### src/rtl/btc_pkg.sv
// Purpose : shared constants for the block turbo code encoder/decoder control.
// Latency : n/a (package only).
// Backpressure: n/a.
package btc_pkg;

  // Block dimension shared by encoder and decoder; rows = columns = BTC_DIM.
  localparam int BTC_DIM = 32;

  // Iteration controller states.
  localparam logic [1:0] ST_IDLE = 2'd0;
  localparam logic [1:0] ST_ROW  = 2'd1;
  localparam logic [1:0] ST_COL  = 2'd2;
  localparam logic [1:0] ST_DONE = 2'd3;

  // Codeword direction presented to the SISO core.
  localparam logic DIR_ROW = 1'b0;
  localparam logic DIR_COL = 1'b1;

endpackage

### src/rtl/btc_phase_tracker.sv
// Purpose : per-phase bookkeeping: issued/result counts, AND of syndrome-ok, spurious-result detect.
// Latency : phase_done is combinational with the result that completes the phase.
// Backpressure: none; counts whatever issue/res_valid it is shown while active.
// Ports   : clr zeroes the phase; active gates all counting; issue = accepted request;
//           res_valid/res_ok = decoder result; issued_cnt, all_ok, phase_done, res_spur out.
module btc_phase_tracker
  import btc_pkg::*;
#(
  parameter int DIM   = BTC_DIM,
  parameter int IDX_W = $clog2(DIM)
) (
  input  logic             clk,
  input  logic             rst_n,
  input  logic             clr,
  input  logic             active,
  input  logic             issue,
  input  logic             res_valid,
  input  logic             res_ok,
  output logic [IDX_W:0]   issued_cnt,
  output logic             all_ok,
  output logic             phase_done,
  output logic             res_spur
);

  localparam int CW = IDX_W + 1;
  localparam logic [IDX_W:0] FULL = CW'(DIM);

  logic [IDX_W:0] issued_q;
  logic [IDX_W:0] res_q;
  logic [IDX_W:0] res_cnt_nxt;
  logic           all_ok_q;
  logic           res_take;

  // A result with nothing outstanding is flagged and not counted.
  assign res_spur    = active & res_valid & (res_q == issued_q);
  assign res_take    = active & res_valid & ~res_spur;
  assign res_cnt_nxt = res_q + CW'(res_take);

  // Fold the in-flight result in so the completing result is judged in its own cycle.
  assign all_ok     = all_ok_q & (~res_take | res_ok);
  assign phase_done = active & (issued_q == FULL) & (res_cnt_nxt == FULL);
  assign issued_cnt = issued_q;

  always_ff @(posedge clk or negedge rst_n) begin
    if (!rst_n) begin
      issued_q <= '0;
      res_q    <= '0;
      all_ok_q <= 1'b1;
    end else if (clr) begin
      issued_q <= '0;
      res_q    <= '0;
      all_ok_q <= 1'b1;
    end else if (active) begin
      if (issue) begin
        issued_q <= issued_q + CW'(1);
      end
      res_q    <= res_cnt_nxt;
      all_ok_q <= all_ok;
    end
  end

endmodule

### src/rtl/btc_iter_ctrl.sv
// Purpose : sequences row/column half-iterations of a DIM x DIM product-code block, stops on convergence or limit.
// Latency : first request 1 cycle after start; next phase or done 1 cycle after the phase's last result.
// Backpressure: dec_req/dec_idx held until dec_ack; results may lag acks arbitrarily, in order.
// Ports   : start/abort/max_iter frame control; busy/done/converged/iter_count status;
//           dec_req/dec_ack/dec_dir/dec_idx request handshake; res_valid/res_ok results; res_err sticky.
module btc_iter_ctrl
  import btc_pkg::*;
#(
  parameter int DIM    = BTC_DIM,
  parameter int ITER_W = 4,
  parameter int IDX_W  = $clog2(DIM)
) (
  input  logic              clk,
  input  logic              rst_n,
  input  logic              start,
  input  logic              abort,
  input  logic [ITER_W-1:0] max_iter,
  output logic              busy,
  output logic              done,
  output logic              converged,
  output logic [ITER_W-1:0] iter_count,
  output logic              dec_req,
  input  logic              dec_ack,
  output logic              dec_dir,
  output logic [IDX_W-1:0]  dec_idx,
  input  logic              res_valid,
  input  logic              res_ok,
  output logic              res_err
);

  localparam int CW = IDX_W + 1;
  localparam logic [IDX_W:0] FULL = CW'(DIM);

  logic [1:0]        state_q;
  logic [ITER_W-1:0] limit_q;
  logic [ITER_W-1:0] iter_q;
  logic [ITER_W-1:0] iter_inc;
  logic              conv_q;
  logic              err_q;

  logic              active;
  logic              start_acc;
  logic              clr;
  logic [IDX_W:0]    issued_cnt;
  logic              all_ok;
  logic              phase_done;
  logic              res_spur;

  assign active    = (state_q == ST_ROW) | (state_q == ST_COL);
  assign start_acc = (state_q == ST_IDLE) & start;
  // Leaving a phase for any reason wipes the tracker, so dec_idx reads 0 outside a phase.
  assign clr       = start_acc | (active & (phase_done | abort));
  assign iter_inc  = iter_q + ITER_W'(1);

  btc_phase_tracker #(
    .DIM   (DIM),
    .IDX_W (IDX_W)
  ) u_tracker (
    .clk        (clk),
    .rst_n      (rst_n),
    .clr        (clr),
    .active     (active),
    .issue      (dec_req & dec_ack),
    .res_valid  (res_valid),
    .res_ok     (res_ok),
    .issued_cnt (issued_cnt),
    .all_ok     (all_ok),
    .phase_done (phase_done),
    .res_spur   (res_spur)
  );

  assign dec_req    = active & (issued_cnt != FULL);
  assign dec_idx    = issued_cnt[IDX_W-1:0];
  assign dec_dir    = (state_q == ST_COL) ? DIR_COL : DIR_ROW;
  assign busy       = (state_q != ST_IDLE);
  assign done       = (state_q == ST_DONE);
  assign converged  = conv_q;
  assign iter_count = iter_q;
  assign res_err    = err_q;

  always_ff @(posedge clk or negedge rst_n) begin
    if (!rst_n) begin
      state_q <= ST_IDLE;
      limit_q <= ITER_W'(1);
      iter_q  <= '0;
      conv_q  <= 1'b0;
      err_q   <= 1'b0;
    end else begin
      if (res_spur) begin
        err_q <= 1'b1;
      end
      if (abort && state_q != ST_IDLE) begin
        state_q <= ST_IDLE;
      end else begin
        case (state_q)
          ST_IDLE: begin
            if (start) begin
              state_q <= ST_ROW;
              limit_q <= (max_iter == '0) ? ITER_W'(1) : max_iter;
              iter_q  <= '0;
              conv_q  <= 1'b0;
              err_q   <= 1'b0;
            end
          end
          ST_ROW: begin
            if (phase_done) begin
              if (all_ok) begin
                conv_q  <= 1'b1;
                state_q <= ST_DONE;
              end else begin
                state_q <= ST_COL;
              end
            end
          end
          ST_COL: begin
            if (phase_done) begin
              // A column pass closes a full iteration whether or not it converged.
              iter_q <= iter_inc;
              if (all_ok) begin
                conv_q  <= 1'b1;
                state_q <= ST_DONE;
              end else if (iter_inc == limit_q) begin
                state_q <= ST_DONE;
              end else begin
                state_q <= ST_ROW;
              end
            end
          end
          default: state_q <= ST_IDLE;
        endcase
      end
    end
  end

endmodule

### config.mk
export PLATFORM = sky130hd
export DESIGN_NAME = btc_iter_ctrl
export DESIGN_NICKNAME = d
export VERILOG_FILES = /design/src/rtl/btc_pkg.sv /design/src/rtl/btc_phase_tracker.sv /design/src/rtl/btc_iter_ctrl.sv
export SDC_FILE = /design/constraint.sdc
export NUM_CORES = 1
export LEC_CHECK = 0
export ABC_AREA = 1
export CELL_PAD_IN_SITES_DETAIL_PLACEMENT = 1
export CELL_PAD_IN_SITES_GLOBAL_PLACEMENT = 1
export CORE_MARGIN = 8
export CORE_UTILIZATION = 43
export DETAILED_ROUTE_END_ITERATION = 12
export GPL_ROUTABILITY_DRIVEN = 0
export PLACE_DENSITY_LB_ADDON = 0.1
export SLEW_MARGIN = 20
export SYNTH_ARGS = -nofsm -noshare
export SYNTH_HDL_FRONTEND = slang
export SYNTH_SLANG_ARGS = --single-unit
### constraint.sdc
create_clock -name clk -period 7.9 [get_ports clk]
set_input_delay 1.58 -clock clk [delete_from_list [all_inputs] [get_ports clk]]
set_output_delay 1.58 -clock clk [all_outputs]
set_load 0.005 [all_outputs]
==> flow_metrics.env, run 1 <==
export IMPL_status="finished, final reports clean"
export IMPL_max_clock_freq_mhz=281
export IMPL_drv_slew=0
export IMPL_cts_buffer_depth=2
export IMPL_cp_arrival_ns=3.71
export IMPL_relSlewSlack=0.624
export IMPL_wl_um=4360
export IMPL_cts_sink_count=25
export IMPL_syn_area_per_cell_um2=7.99
export IMPL_synth_top_area_cell="dfrtp_1"
export IMPL_ys_seq_area_frac=0.351
export IMPL_synth_area_top_cells="dfrtp_1, nand2_1, ha_1"
export IMPL_synth_seq_cells=25
export IMPL_crit_path_end_kind="flip-flop"
export IMPL_worst_setup_path_start_kind="input port"
export IMPL_grt_max_degree=26
export IMPL_setup_tns_ns=0
export IMPL_finClkSkew_ns=0.00638
export IMPL_area_growth_syn_to_layout_pct=17.9
export IMPL_cts_tree="built"
export IMPL_synth_warnings=0
export IMPL_synth_top_area_frac=0.321
export IMPL_period_share=0.451
export IMPL_holdBufCountCts=0
export IMPL_vias_per_cell=4.85
export IMPL_antenna_cells=0
export IMPL_drtPass1Iterations=4
export IMPL_cp_max_fo=8
export IMPL_final_nets=269
export IMPL_post_route_util=0.528
export IMPL_hp_class="flip-flop to flip-flop"
export IMPL_die_h_um=80.5
export IMPL_synth_net_count=244
export IMPL_drt_iter0_drc=53
export IMPL_grtUsageTotal=0.150
export IMPL_rows=23
export IMPL_max_cap_violations=0
export IMPL_synth_distinct_cells=35
export IMPL_period_minus_slack_ns=3.56
export IMPL_start_util=0.448
export IMPL_synth_area_um2=1790
export IMPL_grt_pass1_vias=1514
export IMPL_cts_clk_slew_worst_paths_ns=0.09
export IMPL_post_cts_resized=0
export IMPL_cts_buffers=3
export IMPL_setup_viol=0
export IMPL_criticalPathCategory="input port to flip-flop"
export IMPL_grt_antenna_before_repair=0
export IMPL_cts_setup_buffers=0
export IMPL_ant_nets=0
export IMPL_dieArea_um2=6490
export IMPL_io_buffers=25
export IMPL_die_w_um=80.5
export IMPL_io_pins=26
export IMPL_drc=0
export IMPL_htree_num_levels=1
export IMPL_cts_root_buf="clkbuf_8"
export IMPL_cp_required_ns=8.05
export IMPL_grt_pass1_wl_um=7580
export IMPL_rsz0062_at_grt="false"
export IMPL_core_area_um2=4000
export IMPL_finalHoldViolCount=0
export IMPL_finalPower_mw=0.591
export IMPL_dp_hpwl_um=3470
export IMPL_clkLatencyLatePin_ns=0.28
export IMPL_nFillCells=517
export IMPL_holdWs_ns=0.510
export IMPL_gr_total_overflow=0
export IMPL_routedWlPerCell_um=14.6
export IMPL_peakVddDrop_mv=0.157
export IMPL_vias=1446
export IMPL_cellPowerDensity_nw_per_um2=280
export IMPL_worst_pin_slew_ns=0.563
export IMPL_leakagePower_nw=1.02
export IMPL_synth_cells=224
export IMPL_drive_above_1_share=0.173
-- critical path: stages --
cell             delay [ns]
clkdlybuf4s50_1        0.45
nand2_1                0.06
inv_1                  0.07
nand2_1                0.05
inv_1                  0.05
ha_1                   0.21
ha_1                   0.29
nor3_2                 0.20
nand3_2                0.11
nor2_4                 0.12
nand3_4                0.15
nand2_4                0.12
nand2_8                0.08
nand3_2                0.08
o21ai_1                0.07
-- layout by cell type, fill, tap and decap left out, types with 2 or more instances in the layout --
cell,count
nand4_1,3
nor2_4,3
nor3_2,2
a21oi_1,2
nor2_1,17
o21ai_1,4
dfstp_2,2
o21ai_0,5
dfrtp_1,23
nand2_1,63
nand3_2,7
nand3_1,11
clkdlybuf4s50_1,25
nand2_4,3
o22ai_1,2
inv_1,27
ha_1,9
inv_2,5
nand2_2,3
o21ai_2,4
xnor2_1,4
or2_2,2
clkbuf_8,3
xor2_1,5
-- stage by stage --
stage | cells | setup slack (ns) | instance area [um^2]
after floorplan | 224 | 4.64 | 1790
after global placement | 294 | 4.09 | 2070
after detailed placement | 294 | 4.05 | 2070
after CTS | 298 | 4.33 | 2110
after global routing | 298 | 4.16 | 2110
final | 298 | 4.34 | 2110
-- report_power, final --
part	switching, mW	total [mW]	internal [mW]
registers	0.0256	0.183	0.157
logic	0.200	0.328	0.128
clock network	0.0430	0.0792	0.0362
-- final timing paths --
check	endpoint	slack, ns	depth (start not counted)	from
max	u_tracker.res_q[0]$_DFFE_PN0P_	4.34	15	res_valid
min	limit_q[0]$_DFFE_PN1P_	0.51	2	limit_q[0]$_DFFE_PN1P_
max reg2reg	u_tracker.res_q[0]$_DFFE_PN0P_	5.13	16	state_q[0]$_DFFE_PN0P_
min reg2reg	limit_q[0]$_DFFE_PN1P_	0.51	2	limit_q[0]$_DFFE_PN1P_
max in group asynchronous	limit_q[0]$_DFFE_PN1P_	5.93	2	rst_n
min in group asynchronous	u_tracker.issued_cnt[0]$_DFFE_PN0P_	1.66	2	rst_n
-- state kept, by name (all words and copies together), names as in the netlist --
name / count
u_tracker.all_ok_q: 1
converged: 1
res_err: 1
limit_q: 4
state_q: 2
u_tracker.issued_cnt: 6
u_tracker.res_q: 6
iter_count: 4
-- routing by layer --
layer / part of all wire / vias to the layer above / track usage
li1: - / 747 / -
met1: 0.51 / 673 / 0.211
met2: 0.45 / 21 / 0.223
met3: 0.029 / 5 / 0.0201
met4: 0.015 / 0 / 0.0600
met5: 0 / - / 0
-- area by class of cell --
type                       count  area (um^2)  share of cell area
multi-input combinational    159          987               0.468
sequential                    25          628               0.298
timing repair buffer          26          258               0.122
inverter                      34          130              0.0616
tap                           50         62.6              0.0296
clock buffer                   4         45.0              0.0213
-- synthesized netlist by cell type --
| library cell | instances |
|---|---|
| inv_1 | 27 |
| dfstp_2 | 2 |
| nor2_1 | 17 |
| xor2_1 | 5 |
| nand3_2 | 7 |
| xnor2_1 | 4 |
| nand4_1 | 3 |
| nand2_1 | 63 |
| inv_4 | 1 |
| nand3_4 | 1 |
| a21oi_2 | 1 |
| nand2_2 | 3 |
| buf_4 | 6 |
| o211ai_1 | 1 |
| nor3_4 | 1 |
| a21oi_1 | 2 |
| o21ai_2 | 4 |
| inv_2 | 5 |
| nand2_8 | 1 |
| nand3b_4 | 1 |
| nand3_1 | 11 |
| nand2_4 | 3 |
| or2_2 | 2 |
| nor3b_2 | 1 |
| nor2_4 | 3 |
| o21ai_1 | 4 |
| o21ai_0 | 5 |
| dfrtp_1 | 23 |
| ha_1 | 9 |
| clkinv_1 | 1 |
| a31oi_1 | 1 |
| nor3_2 | 2 |
| xor2_2 | 1 |
| o22ai_1 | 2 |
| nor3_1 | 1 |
-- cells by family after synthesis --
| logic type | after synthesis | synth area share |
|---|---|---|
| and+or+nand+nor | 120 | 0.365 |
| DFF | 25 | 0.351 |
| buffers and inverters | 40 | 0.0978 |
| adders and majority gates | 9 | 0.0629 |
| xor gates and xnor gates | 10 | 0.0531 |
| AOI/OAI and AO/OA | 20 | 0.0699 |
Power figures use the tool's default switching activity.
==> inputs of run 2 (changes only) <==
--- a/config.mk
+++ b/config.mk
@@ -9,7 +9,7 @@
 export CELL_PAD_IN_SITES_DETAIL_PLACEMENT = 1
 export CELL_PAD_IN_SITES_GLOBAL_PLACEMENT = 1
 export CORE_MARGIN = 8
-export CORE_UTILIZATION = 43
+export CORE_UTILIZATION = 40
 export DETAILED_ROUTE_END_ITERATION = 12
 export GPL_ROUTABILITY_DRIVEN = 0
 export PLACE_DENSITY_LB_ADDON = 0.1
==> constraint.sdc (replaced) <==
create_clock -name clk -period 3.45 [get_ports clk]
set_input_delay 0.69 -clock clk [delete_from_list [all_inputs] [get_ports clk]]
set_output_delay 0.69 -clock clk [all_outputs]
set_load 0.005 [all_outputs]
==> run 2 against run 1 <==
Effect of this change: register-to-register slack lost 4.5 ns; clock power grew 140%; clock skew shrank 0.00090 ns; flip-flop and latch count is the same; non-clock buffer count is the same; clock-buffer cell count shrank 1; global-route usage shrank 1.7 points; hold slack lost 0.0066 ns; combinational power grew 130%; die area grew 6.0%; cell count grew 0.67%; worst setup slack lost 3.7 ns; critical endpoint is now u_tracker.issued_cnt[1]$_DFFE_PN0P_.
==> flow_metrics.env, run 2 (synthesis gave the netlist of run 1 again) <==
export IMPL_status="finished, final reports clean"
export IMPL_place_area_um2=2070
export IMPL_grt_max_degree=26
export IMPL_nFillCells=545
export IMPL_worst_setup_path_start_kind="flip-flop"
export IMPL_cts_tree="built"
export IMPL_setup_viol=0
export IMPL_final_common_cell="nand2_1"
export IMPL_core_area_um2=4320
export IMPL_cts_setup_buffers=0
export IMPL_period_share=0.823
export IMPL_drv_slew=0
export IMPL_criticalPathCategory="flip-flop to flip-flop"
export IMPL_worstHoldPathCells=2
export IMPL_holdBufCountCts=0
export IMPL_setup_tns_ns=0
export IMPL_area_growth_syn_to_layout_pct=18.2
export IMPL_min_from="res_err$_DFF_PN0_"
export IMPL_drive_above_1_share=0.177
export IMPL_setup_slack_ns=0.609
export IMPL_vias=1455
export IMPL_drt_iter0_drc=58
export IMPL_die_h_um=82.9
export IMPL_cts_clk_slew_worst_paths_ns=0.09
export IMPL_crit_path_end_kind="flip-flop"
export IMPL_htree_num_levels=1
export IMPL_final_cell_mix="nand2_1, inv_1, clkdlybuf4s50_1"
export IMPL_post_cts_resized=0
export IMPL_worstReg2RegStart="state_q[0]$_DFFE_PN0P_"
export IMPL_antenna_cells=0
export IMPL_whs_endpoint="res_err$_DFF_PN0_"
export IMPL_worst_pin_slew_ns=0.536
export IMPL_grt_pass1_vias=1596
export IMPL_r2r_slack_ns=0.61
export IMPL_start_util=0.414
export IMPL_io_pins=26
export IMPL_ant_nets=0
export IMPL_finalHoldViolCount=0
export IMPL_hp_class="flip-flop to flip-flop"
export IMPL_cp_max_fo=8
export IMPL_peakVddDrop_mv=0.261
export IMPL_cts_buffer_depth=2
export IMPL_cp_arrival_ns=3.01
export IMPL_drc=0
export IMPL_io_buffers=25
export IMPL_cellPowerDensity_nw_per_um2=639
export IMPL_routedWlPerCell_um=14.4
export IMPL_holdWs_ns=0.504
export IMPL_dp_hpwl_um=3530
export IMPL_design_area_um2=2120
export IMPL_finClkSkew_ns=0.00548
export IMPL_cts_root_buf="clkbuf_8"
export IMPL_finalPower_mw=1.35
export IMPL_preCtsSetupSlack_ns=0.432
export IMPL_clkLatencyLatePin_ns=0.28
export IMPL_drtPass1Iterations=4
export IMPL_r2r_end="u_tracker.issued_cnt[1]$_DFFE_PN0P_"
export IMPL_rr_worst_depth=16
export IMPL_max_clock_freq_mhz=352
export IMPL_final_nets=269
export IMPL_leakagePower_nw=1.01
export IMPL_cts_buffers=3
export IMPL_rsz0062_at_grt="false"
export IMPL_vias_per_cell=4.85
export IMPL_max_cap_violations=0
export IMPL_grt_antenna_before_repair=0
export IMPL_grt_pass1_wl_um=7620
export IMPL_cp_required_ns=3.62
export IMPL_die_w_um=82.9
export IMPL_wl_um=4320
export IMPL_dieArea_um2=6870
export IMPL_cts_sink_count=25
export IMPL_gr_total_overflow=0
export IMPL_rows=24
export IMPL_relSlewSlack=0.642
export IMPL_grtUsageTotal=0.133
export IMPL_period_minus_slack_ns=2.84
-- run 2: cell types whose count changed in the layout (fill, tap and decap cells not counted), sizes merged --
cell and change:
clkbuf -1, clkinvlp +1
-- run 2: final cells by class --
type                            count  area, um^2  share of cell area
Tap cell                           52        65.1              0.0307
Multi-Input combinational cell    159         987               0.466
Clock inverter                      1        7.51             0.00355
Sequential cell                    25         628               0.297
Clock buffer                        3        41.3              0.0195
Inverter                           34         130              0.0615
Timing Repair Buffer               26         258               0.122
-- run 2: worst max-delay path by stage --
stage                           startpoint  slack (ns)                             endpoint
floorplan           state_q[0]$_DFFE_PN0P_        0.94  u_tracker.issued_cnt[0]$_DFFE_PN0P_
global placement                 res_valid        0.52  u_tracker.issued_cnt[1]$_DFFE_PN0P_
detailed placement               res_valid        0.43  u_tracker.issued_cnt[1]$_DFFE_PN0P_
CTS                 state_q[0]$_DFFE_PN0P_        0.57  u_tracker.issued_cnt[1]$_DFFE_PN0P_
global route        state_q[0]$_DFFE_PN0P_        0.35  u_tracker.issued_cnt[0]$_DFFE_PN0P_
finish              state_q[0]$_DFFE_PN0P_        0.61  u_tracker.issued_cnt[1]$_DFFE_PN0P_
-- run 2: stage by stage --
step,instances,util
CTS,300,0.490
detailed placement,296,0.478
finish,300,0.490
global route,300,0.490
floorplan,224,-
global placement,296,0.478
-- run 2: per-layer routing --
metal  global-route usage  vias to the layer above  wire length, um
met5                    0                        -                0
met4               0.0351                        0               52
met3               0.0332                        4              181
met2                0.209                       21             1970
met1                0.174                      685             2110
li1                     -                      745                -
-- run 2: report_power, final --
part	leakage [nW]	switching [mW]	internal, mW
Clock	0.0217	0.105	0.0822
Combinational	0.660	0.454	0.293
Sequential	0.332	0.0602	0.360
-- run 2: worst max-delay path: stages (launching register included) --
cell,delay [ns]
dfrtp_1,0.43
inv_1,0.10
ha_1,0.38
nand2_1,0.11
inv_1,0.05
nand2_1,0.06
inv_1,0.04
ha_1,0.21
ha_1,0.32
nor3_2,0.24
nand3_2,0.13
nor2_4,0.13
nand3_4,0.14
nand2_4,0.12
nand2_8,0.08
nand3_1,0.11
o21ai_2,0.06
